--- src/rtl/snitch_icache_lookup_sched.sv ---
// Lookup scheduler for the Snitch instruction cache: round-robin arbitration of fetch
// requests under a credit limit, refill priority, and flush/reset invalidation sweeps.
module snitch_icache_lookup_sched #(
   parameter int unsigned NR_PORTS        = 2,
   parameter int unsigned FETCH_AW        = 32,
   parameter int unsigned ID_WIDTH        = 4,
   parameter int unsigned COUNT_ALIGN     = 5,
   parameter int unsigned MAX_OUTSTANDING = 4,
   localparam int unsigned PORT_AW = (NR_PORTS > 1) ? $clog2(NR_PORTS) : 1,
   localparam int unsigned CNT_W   = $clog2(MAX_OUTSTANDING + 1)
) (
   input  logic                               clk_i,
   input  logic                               rst_i,
   input  logic [NR_PORTS-1:0][FETCH_AW-1:0]  req_addr_i,
   input  logic [NR_PORTS-1:0][ID_WIDTH-1:0]  req_id_i,
   input  logic [NR_PORTS-1:0]                req_valid_i,
   output logic [NR_PORTS-1:0]                req_ready_o,
   output logic [FETCH_AW-1:0]                lkp_addr_o,
   output logic [ID_WIDTH-1:0]                lkp_id_o,
   output logic [PORT_AW-1:0]                 lkp_port_o,
   output logic                               lkp_valid_o,
   input  logic                               lkp_ready_i,
   input  logic                               rsp_done_i,
   input  logic                               refill_valid_i,
   output logic                               refill_ready_o,
   output logic [COUNT_ALIGN-1:0]             sweep_addr_o,
   output logic                               sweep_valid_o,
   input  logic                               sweep_ready_i,
   input  logic                               flush_valid_i,
   output logic                               flush_ready_o
);

   localparam logic [CNT_W-1:0] MAX_CNT = CNT_W'(MAX_OUTSTANDING);

   typedef enum logic [1:0] {SWEEP, RUN, DRAIN} state_e;

   state_e                 state, state_next;
   logic [COUNT_ALIGN-1:0] sweep_cnt, sweep_cnt_next;
   logic [CNT_W-1:0]       credits, credits_next;
   logic [PORT_AW-1:0]     rr_ptr, rr_ptr_next;
   logic [PORT_AW-1:0]     lock_port, lock_port_next;
   logic                   locked, locked_next;
   logic                   flush_pending, flush_pending_next;

   logic [PORT_AW-1:0]     grant_port, cand;
   logic                   grant_valid, transfer, sweep_hs, sweep_last;

   // Arbitration: a locked grant is always re-presented; new grants yield to refills,
   // a pending flush and an exhausted credit pool.
   always_comb begin
      grant_valid = 1'b0;
      grant_port  = lock_port;
      cand        = '0;
      if (state == RUN) begin
         if (locked) begin
            grant_valid = 1'b1;
         end else if (!refill_valid_i && !flush_valid_i && (credits < MAX_CNT)) begin
            for (int unsigned i = 0; i < NR_PORTS; i++) begin
               cand = PORT_AW'((32'(rr_ptr) + i) % NR_PORTS);
               if (!grant_valid && req_valid_i[cand]) begin
                  grant_valid = 1'b1;
                  grant_port  = cand;
               end
            end
         end
      end
   end

   always_comb begin
      lkp_valid_o = grant_valid;
      lkp_addr_o  = grant_valid ? req_addr_i[grant_port] : '0;
      lkp_id_o    = grant_valid ? req_id_i[grant_port]   : '0;
      lkp_port_o  = grant_valid ? grant_port             : '0;
      req_ready_o = '0;
      if (grant_valid) req_ready_o[grant_port] = lkp_ready_i;
      transfer       = grant_valid & lkp_ready_i;
      refill_ready_o = (state != SWEEP) & refill_valid_i;
      sweep_valid_o  = (state == SWEEP);
      sweep_addr_o   = (state == SWEEP) ? sweep_cnt : '0;
      sweep_hs       = sweep_valid_o & sweep_ready_i;
      sweep_last     = sweep_hs & (&sweep_cnt);
      flush_ready_o  = sweep_last & flush_pending;
   end

   always_comb begin
      state_next         = state;
      sweep_cnt_next     = sweep_cnt;
      flush_pending_next = flush_pending;
      locked_next        = grant_valid & ~lkp_ready_i;
      lock_port_next     = grant_valid ? grant_port : lock_port;
      rr_ptr_next        = rr_ptr;
      credits_next       = credits;

      if (transfer)
         rr_ptr_next = (grant_port == PORT_AW'(NR_PORTS - 1)) ? '0 : grant_port + PORT_AW'(1);

      // A completion racing a new transfer leaves the count unchanged.
      if (transfer && !rsp_done_i)
         credits_next = credits + CNT_W'(1);
      else if (!transfer && rsp_done_i && (credits != '0))
         credits_next = credits - CNT_W'(1);

      unique case (state)
         SWEEP: begin
            if (sweep_last) begin
               state_next         = RUN;
               sweep_cnt_next     = '0;
               flush_pending_next = 1'b0;
            end else if (sweep_hs) begin
               sweep_cnt_next = sweep_cnt + COUNT_ALIGN'(1);
            end
         end
         RUN: begin
            if (flush_valid_i && (!locked || transfer)) begin
               state_next         = DRAIN;
               flush_pending_next = 1'b1;
            end
         end
         DRAIN: begin
            if ((credits_next == '0) && !refill_valid_i) state_next = SWEEP;
         end
         default: state_next = SWEEP;
      endcase
   end

   always_ff @(posedge clk_i) begin
      if (rst_i) begin
         state         <= SWEEP;
         sweep_cnt     <= '0;
         credits       <= '0;
         rr_ptr        <= '0;
         locked        <= 1'b0;
         lock_port     <= '0;
         flush_pending <= 1'b0;
      end else begin
         state         <= state_next;
         sweep_cnt     <= sweep_cnt_next;
         credits       <= credits_next;
         rr_ptr        <= rr_ptr_next;
         locked        <= locked_next;
         lock_port     <= lock_port_next;
         flush_pending <= flush_pending_next;
      end
   end

   // A completion with nothing outstanding indicates a broken response path.
   assert property (@(posedge clk_i) disable iff (rst_i)
      !(rsp_done_i && !transfer && (credits == '0)));

endmodule
--- config.mk ---
export PLATFORM = sky130hd
export DESIGN_NAME = snitch_icache_lookup_sched
export DESIGN_NICKNAME = d
export VERILOG_FILES = /design/src/rtl/snitch_icache_lookup_sched.sv
export SDC_FILE = /design/constraint.sdc
export NUM_CORES = 1
export LEC_CHECK = 0
export CAP_MARGIN = 25
export CORE_MARGIN = 5
export CORE_UTILIZATION = 25
export DETAILED_ROUTE_END_ITERATION = 8
export PLACE_DENSITY = 0.68
export SLEW_MARGIN = 10
export SYNTH_ARGS = -nofsm -noshare
export SYNTH_HDL_FRONTEND = slang
export SYNTH_SLANG_ARGS = --single-unit
--- constraint.sdc ---
create_clock -name clk_i -period 5.2 [get_ports clk_i]
set_input_delay 1.04 -clock clk_i [delete_from_list [all_inputs] [get_ports clk_i]]
set_output_delay 1.04 -clock clk_i [all_outputs]
set_load 0.01 [all_outputs]
==> impl_metrics.py <==
metrics = {
    "drt": {
        "drt_wl_total_microns": 5970,
        "ant_nets": 0,
        "drt-pass1-iter-count": 4,
        "drt_iter0_markers": 49,
        "routedWlPerCell_microns": 14.1,
        "vias": 1943,
        "drcViolationCount": 0,
        "via_per_inst": 4.59,
    },
    "power_and_ir_drop": {
        "power-per-cell-area_nw_per_um2": 140,
        "leakagePower_nw": 1.10,
        "peakVddDrop_uv": 166,
        "total_power_w": 0.000392,
    },
    "global_route": {
        "antenna_found_initial": 0,
        "grt_pass1_vias": 1822,
        "grt_util_all_layers": 0.154,
        "grt_pass1_wl_microns": 9180,
        "overflow": 0,
        "grt_max_degree": 40,
    },
    "place": {
        "place_hpwl_microns": 4760,
        "gp_congestion": 0.867,
        "port_buffers": 128,
        "place_area_sq_um": 2750,
    },
    "worst_hold_path": {
        "min_from": "rr_ptr",
        "hold_class": "reg -> reg",
    },
    "sta": {
        "skew_ns": 0.00287,
        "slew_headroom": 0.560,
        "hold_violations": 0,
        "setup-tns-final_ns": 0,
        "rsz0062_at_grt": "false",
        "worst_slew_pin_slew_ns": 0.659,
        "maxSlewViolCount": 0,
        "setup-violations-final": 0,
        "whs_ns": 0.462,
        "fin_crit_sh": 0.877,
        "fmax_ghz": 0.219,
        "fin_crit_ns": 4.56,
    },
    "clock_tree": {
        "cts_resized": 0,
        "cts_num_sinks": 14,
        "cts_made_buffers": 3,
        "cts_tree": "done",
        "ctsHoldBuffers": 0,
        "postCtsSetupRepairBufs": 0,
        "cts.clk_slew.worst_paths_ns": 0.06,
        "cts-root-buf": "clkbuf_8",
        "clockBufferDepth": 2,
        "htree_num_levels": 1,
        "worstSkewPairLatency_ns": 0.25,
    },
    "cells_and_area": {
        "diodes": 0,
        "nets": 438,
        "synthToLayoutAreaGrowth_pct": 98.6,
        "mostFrequentLayoutCells": "clkdlybuf4s50_1 (128), nand2_1 (78), a21oi_1 (46)",
        "final_core_util": 0.509,
        "fin_area_sq_um": 2800,
        "layout-drive-gt1-share": 0.0399,
        "layout_commonest_cell": "clkdlybuf4s50_1",
    },
    "synth": {
        "synth_top_area_share": 0.207,
        "ys_top_cells_by_area": "nand2_1 (21%), dfxtp_1 (20%), a21oi_1 (16%)",
        "avgSynthCellArea_sq_um": 6.11,
        "synth_cells": 231,
        "synth_edf_count": 0,
        "synth.cell_area_sq_um": 1410,
        "yosys.cell_types.count": 36,
        "yosys.area.top_type": "nand2_1",
        "syn_nets": 317,
        "ys_ff_latch": 14,
        "yosysWarnings": 0,
        "async_flop_share": 0,
        "ys_seq_area_frac": 0.199,
        "synth_flop_cell": "dfxtp_1",
    },
    "floorplanning": {
        "fp.coreArea_sq_um": 5510,
        "die_w_microns": 85.1,
        "die_h_microns": 85.1,
        "placementRows": 27,
        "initial_core_util": 0.256,
        "dieArea_sq_um": 7250,
        "io_pins": 129,
    },
    "critical_path": {
        "path_common_cell": "clkdlybuf4s50_1",
        "r2r-start": "sweep_cnt[0]",
        "worstSetupStartpointType": "input port",
        "crit_type": "in -> out",
        "r2r_slack_ns": 3.26,
        "slowest_delay_ns": 0.59,
        "cp_slowest_cell": "clkdlybuf4s50_1",
        "arrival_ns": 3.52,
        "startpoint": "flush_valid_i",
        "cp_max_fo": 21,
        "required_ns": 4.16,
        "cp_cell_sequence": "clkdlybuf4s50_1 -> nor3_1 -> a31oi_1 -> a31oi_4 -> buf_12 -> nand2_1 -> a21oi_1 -> clkdlybuf4s50_1",
        "end_kind": "primary output",
    },
    "run_status": {
        "outcome": "finished clean",
    },
    "job": {
        "drv_cap": 0,
    },
}
critical path: cells and delay by family:
family                 cells  cell delay [ns]
and+or+nand+nor            2             0.38
AOI/OAI and AO/OA          3             0.83
buffers and inverters      3             1.26
worst paths after layout:
kind / endpoint / cells past startpoint
worst min register to register: rr_ptr / 2
worst max-delay path: lkp_addr_o[17] / 8
worst max register to register: sweep_cnt[2] / 5
worst min-delay path: rr_ptr / 2
layout make-up:
| class | count | area (sq um) |
|---|---|---|
| clock buffers | 4 | 55.1 |
| inverters | 9 | 33.8 |
| repair buffers | 131 | 1330 |
| flip-flops and latches | 14 | 280 |
| fillers | 548 | 2700 |
| well taps | 72 | 90.1 |
| multi-input cells | 193 | 1010 |
where the power goes:
group	switching, W	leakage (nW)	internal, W
logic	0.0000596	0.958	0.0000951
registers	0.0000111	0.113	0.000118
clock network	0.0000412	0.0288	0.0000671
logic make-up after synthesis:
family                   Yosys count  synth area share
multiplexers                       2            0.0142
XOR/XNOR                           2            0.0124
buffers and inverters             24            0.0824
adder cells (fa/ha/maj)            5            0.0443
AND/OR/NAND/NOR                  119             0.378
AO/OA/AOI/OAI                     65             0.270
flip-flops                        14             0.199
synth_stat cells (4+ instances only):
cell	number
inv_1	9
o21ai_0	7
ha_1	5
nor3_1	4
nor2_1	15
a21oi_1	46
and2_1	6
nand2_1	78
dfxtp_1	14
buf_2	6
clkbuf_1	6
stage by stage:
stage,instances,worst slack [ns]
after floorplan,231,1.95
after global placement,419,0.666
after detailed placement,419,0.614
after CTS,423,0.617
after global routing,423,0.476
final,423,0.639
layer usage:
layer  track usage  share of wire
met3        0.0340          0.076
met4        0.0374          0.017
met1         0.188           0.43
met2         0.273           0.47
met5             0              0
state kept, by name (all words and copies together) (netlist names):
| signal | count |
|---|---|
| state | 2 |
| locked | 1 |
| rr_ptr | 1 |
| lock_port | 1 |
| credits | 3 |
| flush_pending | 1 |
| sweep_cnt | 5 |
Note: power is estimated with default switching activity, not from simulation.
